--- src/rtl/rc4_sbox_ctrl.sv ---
// rtl/rc4_sbox_ctrl.sv - RC4 sequencer over 4-bit symbols driving a 16x4 nibble S-box memory
//
// Purpose:
//   Owns the S-box port set. Runs init (S[i]=i), the key schedule and then
//   keystream generation, handing one keystream nibble at a time to the
//   consumer on a valid/ready handshake.
//
// Configuration macro:
//   RC4_DROP_EN - when defined, the first DROP_N generated nibbles after the
//                 key schedule are discarded instead of delivered.
//
// Parameters:
//   KEY_NIBBLES  key length in nibbles (1..16)
//   DROP_N       nibbles discarded after the key schedule (RC4_DROP_EN only, 0..255)
//
// Ports:
//   clk, rst_n                    clock (rising edge), asynchronous active-low reset
//   start, stop                   begin keying (IDLE only) / abort to IDLE (wins over start)
//   key                           key, nibble k = key[4k+3:4k], latched on accepted start
//   busy                          high outside IDLE
//   ks_valid, ks_ready, ks_data   keystream nibble handshake
//   sbox_en                       1 = read cycle, 0 = write both ports
//   sbox_addo, sbox_out           read address / read data (one cycle after address)
//   sbox_addi1, sbox_in1          write port 1
//   sbox_addi2, sbox_in2          write port 2 (wins on address collision)

module rc4_sbox_ctrl #(
  parameter int KEY_NIBBLES = 8,
  parameter int DROP_N      = 16
) (
  input  logic                     clk,
  input  logic                     rst_n,
  input  logic                     start,
  input  logic                     stop,
  input  logic [4*KEY_NIBBLES-1:0] key,
  output logic                     busy,
  output logic                     ks_valid,
  input  logic                     ks_ready,
  output logic [3:0]               ks_data,
  output logic                     sbox_en,
  output logic [3:0]               sbox_addo,
  input  logic [3:0]               sbox_out,
  output logic [3:0]               sbox_addi1,
  output logic [3:0]               sbox_in1,
  output logic [3:0]               sbox_addi2,
  output logic [3:0]               sbox_in2
);

  // Reject out-of-range configurations at elaboration time.
  if (KEY_NIBBLES < 1 || KEY_NIBBLES > 16) begin : g_bad_key_nibbles
    $error("rc4_sbox_ctrl: KEY_NIBBLES must be 1..16");
  end
  if (DROP_N < 0 || DROP_N > 255) begin : g_bad_drop_n
    $error("rc4_sbox_ctrl: DROP_N must be 0..255");
  end

  typedef enum logic [3:0] {
    IDLE,
    INIT,
    K_RDI,
    K_RDJ,
    K_SWP,
    P_RDI,
    P_RDJ,
    P_SWP,
    P_RDT,
    P_CAP,
    P_HOLD
  } state_t;

  localparam logic [3:0] KIDX_LAST = 4'(KEY_NIBBLES - 1);

  state_t                   state_q, state_d;
  logic [3:0]               i_q, i_d;
  logic [3:0]               j_q, j_d;
  logic [3:0]               kidx_q, kidx_d;
  logic [3:0]               si_q, si_d;
  logic [3:0]               t_q, t_d;
  logic [4*KEY_NIBBLES-1:0] key_q, key_d;
  logic [3:0]               ks_data_q, ks_data_d;
  logic                     ks_valid_q, ks_valid_d;
  logic [3:0]               key_sel;
  logic [3:0]               jn;

`ifdef RC4_DROP_EN
  localparam logic [7:0] DROP_INIT = 8'(DROP_N);
  logic [7:0] drop_q, drop_d;
`endif

  assign busy     = (state_q != IDLE);
  assign ks_valid = ks_valid_q;
  assign ks_data  = ks_data_q;

  // kidx never exceeds KEY_NIBBLES-1, so the slice stays inside key_q.
  assign key_sel = key_q[{kidx_q, 2'b00} +: 4];
  // KSA: sbox_out holds S[i] while in K_RDJ.
  assign jn      = j_q + sbox_out + key_sel;

  always_ff @(posedge clk or negedge rst_n) begin
    if (!rst_n) begin
      state_q    <= IDLE;
      i_q        <= '0;
      j_q        <= '0;
      kidx_q     <= '0;
      si_q       <= '0;
      t_q        <= '0;
      key_q      <= '0;
      ks_data_q  <= '0;
      ks_valid_q <= 1'b0;
`ifdef RC4_DROP_EN
      drop_q     <= '0;
`endif
    end else begin
      state_q    <= state_d;
      i_q        <= i_d;
      j_q        <= j_d;
      kidx_q     <= kidx_d;
      si_q       <= si_d;
      t_q        <= t_d;
      key_q      <= key_d;
      ks_data_q  <= ks_data_d;
      ks_valid_q <= ks_valid_d;
`ifdef RC4_DROP_EN
      drop_q     <= drop_d;
`endif
    end
  end

  always_comb begin
    state_d    = state_q;
    i_d        = i_q;
    j_d        = j_q;
    kidx_d     = kidx_q;
    si_d       = si_q;
    t_d        = t_q;
    key_d      = key_q;
    ks_data_d  = ks_data_q;
    ks_valid_d = ks_valid_q;
`ifdef RC4_DROP_EN
    drop_d     = drop_q;
`endif
    sbox_en    = 1'b1;
    sbox_addo  = 4'd0;
    sbox_addi1 = 4'd0;
    sbox_in1   = 4'd0;
    sbox_addi2 = 4'd0;
    sbox_in2   = 4'd0;

    unique case (state_q)
      IDLE: begin
        if (start) begin
          state_d = INIT;
          key_d   = key;
          i_d     = 4'd0;
        end
      end

      // Two entries per cycle: S[2i]=2i, S[2i+1]=2i+1.
      INIT: begin
        sbox_en    = 1'b0;
        sbox_addi1 = {i_q[2:0], 1'b0};
        sbox_in1   = {i_q[2:0], 1'b0};
        sbox_addi2 = {i_q[2:0], 1'b1};
        sbox_in2   = {i_q[2:0], 1'b1};
        i_d        = i_q + 4'd1;
        if (i_q == 4'd7) begin
          state_d = K_RDI;
          i_d     = 4'd0;
          j_d     = 4'd0;
          kidx_d  = 4'd0;
        end
      end

      K_RDI: begin
        sbox_addo = i_q;
        state_d   = K_RDJ;
      end

      K_RDJ: begin
        si_d      = sbox_out;
        j_d       = jn;
        sbox_addo = jn;
        state_d   = K_SWP;
      end

      // sbox_out now holds S[j]; swap S[i] and S[j].
      K_SWP: begin
        sbox_en    = 1'b0;
        sbox_addi1 = i_q;
        sbox_in1   = sbox_out;
        sbox_addi2 = j_q;
        sbox_in2   = si_q;
        kidx_d     = (kidx_q == KIDX_LAST) ? 4'd0 : kidx_q + 4'd1;
        if (i_q == 4'd15) begin
          state_d = P_RDI;
          i_d     = 4'd0;
          j_d     = 4'd0;
`ifdef RC4_DROP_EN
          drop_d  = DROP_INIT;
`endif
        end else begin
          state_d = K_RDI;
          i_d     = i_q + 4'd1;
        end
      end

      P_RDI: begin
        sbox_addo = i_q + 4'd1;
        i_d       = i_q + 4'd1;
        state_d   = P_RDJ;
      end

      P_RDJ: begin
        si_d      = sbox_out;
        j_d       = j_q + sbox_out;
        sbox_addo = j_q + sbox_out;
        state_d   = P_SWP;
      end

      // Output index uses pre-swap values; the sum is the same after the swap.
      P_SWP: begin
        sbox_en    = 1'b0;
        sbox_addi1 = i_q;
        sbox_in1   = sbox_out;
        sbox_addi2 = j_q;
        sbox_in2   = si_q;
        t_d        = si_q + sbox_out;
        state_d    = P_RDT;
      end

      // Read issued after the swap edge, so it sees the updated table.
      P_RDT: begin
        sbox_addo = t_q;
        state_d   = P_CAP;
      end

      P_CAP: begin
`ifdef RC4_DROP_EN
        if (drop_q != 8'd0) begin
          drop_d  = drop_q - 8'd1;
          state_d = P_RDI;
        end else begin
          ks_data_d  = sbox_out;
          ks_valid_d = 1'b1;
          state_d    = P_HOLD;
        end
`else
        ks_data_d  = sbox_out;
        ks_valid_d = 1'b1;
        state_d    = P_HOLD;
`endif
      end

      P_HOLD: begin
        if (ks_ready) begin
          ks_valid_d = 1'b0;
          state_d    = P_RDI;
        end
      end

      default: begin
        state_d = IDLE;
      end
    endcase

    // Abort: the port decode above still reflects the current state, so a
    // write already presented this cycle completes on this edge.
    if (stop) begin
      state_d    = IDLE;
      ks_valid_d = 1'b0;
    end
  end

endmodule

--- config.mk ---
export PLATFORM = sky130hd
export DESIGN_NAME = rc4_sbox_ctrl
export DESIGN_NICKNAME = d
export VERILOG_FILES = /design/src/rtl/rc4_sbox_ctrl.sv
export SDC_FILE = /design/constraint.sdc
export NUM_CORES = 1
export LEC_CHECK = 0
export ABC_AREA = 0
export BUFFER_PORTS_ARGS = -buffer_cell sky130_fd_sc_hd__buf_4
export CORE_UTILIZATION = 56
export DETAILED_ROUTE_END_ITERATION = 10
export PLACE_DENSITY = 0.91
export RECOVER_POWER = 100
export SLEW_MARGIN = 20
export SYNTH_ARGS = -nofsm -noshare
export SYNTH_HDL_FRONTEND = slang
export SYNTH_SLANG_ARGS = --single-unit
--- constraint.sdc ---
create_clock -name clk -period 3.2 [get_ports clk]
set_input_delay 0.32 -clock clk [delete_from_list [all_inputs] [get_ports clk]]
set_output_delay 0.32 -clock clk [all_outputs]
set_load 0.05 [all_outputs]
==> impl_metrics.prom <==
# TYPE chip_impl_metric gauge
chip_impl_metric{name="syn_avg_cell_area",unit="sq um"} 11.2
chip_impl_metric{name="fill_cells",unit=""} 441
chip_impl_info{name="grt_setup_unrepaired",value="true"} 1
chip_impl_info{name="worstSetupEndpointType",value="primary output"} 1
chip_impl_metric{name="slew_viol_final",unit=""} 0
chip_impl_metric{name="critical_path_peak_fanout",unit=""} 7
chip_impl_metric{name="post-route-min-period",unit="ns"} 3.32
chip_impl_metric{name="postRouteAntennaNets",unit=""} 0
chip_impl_metric{name="sequential_cell_area",unit="sq mm"} 0.00153
chip_impl_metric{name="first_global_vias",unit=""} 2730
chip_impl_metric{name="postSynthRegisterBits",unit=""} 61
chip_impl_metric{name="wl",unit="um"} 8200
chip_impl_info{name="critPathLaunchType",value="flop"} 1
chip_impl_metric{name="avgRoutedWirePerCell",unit="um"} 17.8
chip_impl_metric{name="area_of_combinational_cells_with_multiple_inputs",unit="sq mm"} 0.00188
chip_impl_metric{name="dr.pass1.iters",unit=""} 5
chip_impl_metric{name="slew-limit-headroom",unit=""} 0.000990
chip_impl_metric{name="syn-cell-area",unit="sq mm"} 0.00351
chip_impl_metric{name="die_area",unit="sq mm"} 0.00658
chip_impl_metric{name="horizontal_die_dimension",unit="um"} 81.1
chip_impl_info{name="worstSetupPathType",value="reg -> out"} 1
chip_impl_metric{name="post-dp-hpwl",unit="um"} 5870
chip_impl_metric{name="tritoncts.num_buffers",unit=""} 9
chip_impl_metric{name="drc_errors",unit=""} 0
chip_impl_metric{name="global_route_wire_length_before_repair",unit="um"} 13400
chip_impl_metric{name="fin_nets",unit=""} 435
chip_impl_metric{name="timing.critical_path.required",unit="ns"} 2.88
chip_impl_metric{name="floorplan.core_area",unit="sq mm"} 0.00599
chip_impl_metric{name="syn_nets",unit=""} 368
chip_impl_metric{name="place_area",unit="sq mm"} 0.00403
chip_impl_metric{name="final_hold_viol_count",unit=""} 0
chip_impl_metric{name="pin_count",unit=""} 68
chip_impl_info{name="clock-root-buffer",value="sky130_fd_sc_hd__clkbuf_8"} 1
chip_impl_metric{name="pre_cts_slack",unit="ns"} 0.0672
chip_impl_metric{name="antenna_cells",unit=""} 0
chip_impl_metric{name="synth_cells",unit=""} 313
chip_impl_metric{name="fraction_of_layout_instances_using_a_drive_strength_above_1",unit=""} 0.351
chip_impl_metric{name="synth-async-reset-ratio",unit=""} 1.00
chip_impl_metric{name="synth.distinct_cells",unit=""} 51
chip_impl_info{name="ys.flop_type",value="sky130_fd_sc_hd__dfrtp_1"} 1
chip_impl_metric{name="powerDensity",unit="mW/mm^2"} 920
chip_impl_metric{name="timing_worst_slew_pin_value",unit="ns"} 1.50
chip_impl_info{name="run_status",value="finished, violations left"} 1
chip_impl_metric{name="synth.yosys.seq_area_share",unit=""} 0.435
chip_impl_metric{name="grt_util_all_layers",unit=""} 0.279
chip_impl_metric{name="final_area",unit="sq mm"} 0.00424
chip_impl_metric{name="placement.io_buffers",unit=""} 67
chip_impl_metric{name="timing.final.crit_share",unit=""} 1.04
chip_impl_metric{name="fin_hold_ws",unit="ns"} 0.158
chip_impl_metric{name="grt_max_degree",unit=""} 62
chip_impl_metric{name="setup_viol_count_final",unit=""} 2
chip_impl_metric{name="count_of_standard_cell_rows",unit=""} 28
chip_impl_metric{name="overall_die_height",unit="um"} 81.1
chip_impl_info{name="tritoncts",value="yes"} 1
chip_impl_metric{name="areaGrowthSynthToFinish",unit="%"} 20.8
chip_impl_metric{name="total_leakage_power",unit="nW"} 2.04
chip_impl_metric{name="antenna_found_initial",unit=""} 0
chip_impl_metric{name="clock_sinks",unit=""} 61
chip_impl_metric{name="finalWorstSetupSlack",unit="ns"} -0.116
chip_impl_metric{name="htree_levels",unit=""} 3
chip_impl_info{name="violations",value="setup timing"} 1
chip_impl_metric{name="finalClockSkew",unit="ns"} 0.00731
chip_impl_metric{name="floorplan.initialDensity",unit=""} 0.585
chip_impl_metric{name="route.vias.total",unit=""} 2809
chip_impl_metric{name="clkTransAtPathRegs",unit="ns"} 0.07
chip_impl_info{name="worstHoldPathType",value="in -> reg"} 1
chip_impl_metric{name="fmaxAchievable",unit="GHz"} 0.302
chip_impl_metric{name="synth_enable_flop_cells",unit=""} 0
chip_impl_metric{name="totalNegativeSetupSlack",unit="ns"} -0.130
chip_impl_metric{name="overflow",unit=""} 0
chip_impl_metric{name="clk-insertion-delay-late",unit="ns"} 0.34
chip_impl_metric{name="timing.max_cap.violations",unit=""} 0
chip_impl_metric{name="synth.yosys.warnings",unit=""} 0
chip_impl_metric{name="globalplace.congestion",unit=""} 0.900
chip_impl_metric{name="detail_route.iter0.violations",unit=""} 277
chip_impl_metric{name="postLayoutCoreUtil",unit=""} 0.707
chip_impl_metric{name="clock_tree.buffer_depth",unit=""} 2
chip_impl_metric{name="max-vdd-ir-drop",unit="mV"} 0.534
chip_impl_metric{name="cp.arrival",unit="ns"} 3.00
chip_impl_metric{name="route.detailed.vias_per_inst",unit=""} 6.11
critical path: stages, from the launching register on:
cell and delay [ns]:
sky130_fd_sc_hd__dfrtp_2 0.47, sky130_fd_sc_hd__buf_4 0.15, sky130_fd_sc_hd__mux4_2 0.48, sky130_fd_sc_hd__mux2i_1 0.16
sky130_fd_sc_hd__nor2_1 0.07, sky130_fd_sc_hd__ha_1 0.35, sky130_fd_sc_hd__a21oi_2 0.15, sky130_fd_sc_hd__xnor3_1 0.26
sky130_fd_sc_hd__mux2i_2 0.26, sky130_fd_sc_hd__nand3_2 0.14, sky130_fd_sc_hd__buf_8 0.18
sequential cells by signal, summed over array words and instances, names as in the netlist:
signal    flops
key_q        32
j_q           4
si_q          4
state_q       4
kidx_q        4
ks_valid      1
i_q           4
ks_data       4
t_q           4
power by group:
group | internal [W] | switching [W] | total [W] | leakage [nW]
combinational | 0.000888 | 0.000955 | 0.00184 | 1.21
sequential | 0.00107 | 0.000305 | 0.00137 | 0.738
clock | 0.000379 | 0.000303 | 0.000682 | 0.0964
metal layers:
metal / routed length, um / vias up / global-route usage
met2: 4130 / 114 / 0.452
met3: 448 / 28 / 0.0618
met5: 0 / - / 0
li1: - / 1271 / -
met4: 337 / 0 / 0.154
met1: 3290 / 1396 / 0.346
per-stage QoR:
step                instances  total power [W]
finish                    460          0.00390
global route              460          0.00415
CTS                       458          0.00389
detailed placement        441          0.00313
global placement          441          0.00302
floorplan                 313          0.00266
final timing paths:
check | endpoint | cells past startpoint | slack (ns) | startpoint
setup / recovery | sbox_addo[3] | 10 | -0.12 | kidx_q[0]$_DFFE_PN0P_
hold / removal | ks_valid$_DFFE_PN0P_ | 2 | 0.16 | stop
setup reg to reg | j_q[3]$_DFFE_PN0P_ | 10 | 0.54 | kidx_q[0]$_DFFE_PN0P_
hold reg to reg | t_q[1]$_DFFE_PN0P_ | 2 | 0.50 | t_q[1]$_DFFE_PN0P_
max in group asynchronous | kidx_q[0]$_DFFE_PN0P_ | 1 | 1.87 | rst_n
min in group asynchronous | i_q[3]$_DFFE_PN0P_ | 1 | 0.32 | rst_n
logic make-up (layout without fill, tap and decap cells):
kind of cell | count (synthesis) | in the layout | synth area share
DFF | 61 | 61 | 0.435
muxes | 52 | 52 | 0.191
and+or+nand+nor | 89 | 89 | 0.131
buffers and inverters | 21 | 93 | 0.0303
AOI/OAI and AO/OA | 65 | 65 | 0.124
adders and majority gates | 14 | 14 | 0.0564
xor gates and xnor gates | 11 | 11 | 0.0314
synthesized netlist by cell type, drive strengths merged, types with 2 or more instances:
master,count,share of area
o211ai,3,0.0064
or3,2,0.0050
nand2b,5,0.0089
o21ai,14,0.020
clkbuf,2,0.0025
xor2,5,0.012
inv,5,0.0054
a22oi,4,0.0086
nor2,24,0.026
nand3,8,0.013
nor3,8,0.013
a221oi,2,0.0050
nor2b,2,0.0043
ha,11,0.039
a21o,18,0.039
nand3b,2,0.0043
nor4b,2,0.011
fa,3,0.017
xnor2,5,0.012
a22o,2,0.0050
o21a,2,0.0043
mux2i,4,0.011
buf,14,0.022
nand2,27,0.029
a21oi,12,0.017
and2,5,0.0089
mux4,8,0.051
o41ai,2,0.0050
dfrtp,61,0.44
mux2,40,0.13
final cells by class:
| cell class | count | area share |
|---|---|---|
| Multi-Input combinational cell | 231 | 0.444 |
| Sequential cell | 61 | 0.361 |
| Timing Repair Buffer | 72 | 0.123 |
| Clock buffer | 12 | 0.0343 |
| Tap cell | 75 | 0.0222 |
| Clock inverter | 4 | 0.0112 |
| Inverter | 5 | 0.00443 |
repair_timing:
item | CTS | global route
resized for setup | 6 | 5
pin swaps | 1 | 5
setup endpoints to repair | 3 | 3
setup buffers | 1 | 2
hold buffers | 0 | 0
placed cells by master (no fill, tap or decap), drive strengths merged, types with 3 or more instances in the layout:
cell type / count
nor3: 8
nand2: 27
xor2: 5
nand3: 8
o211ai: 3
mux2: 40
a21oi: 12
dfrtp: 61
xnor2: 5
fa: 3
clkbuf: 20
and2: 5
a21o: 18
nand2b: 5
inv: 5
a22oi: 4
o21ai: 14
buf: 64
nor2: 24
mux4: 8
mux2i: 4
ha: 11
Power figures use the tool's default switching activity.
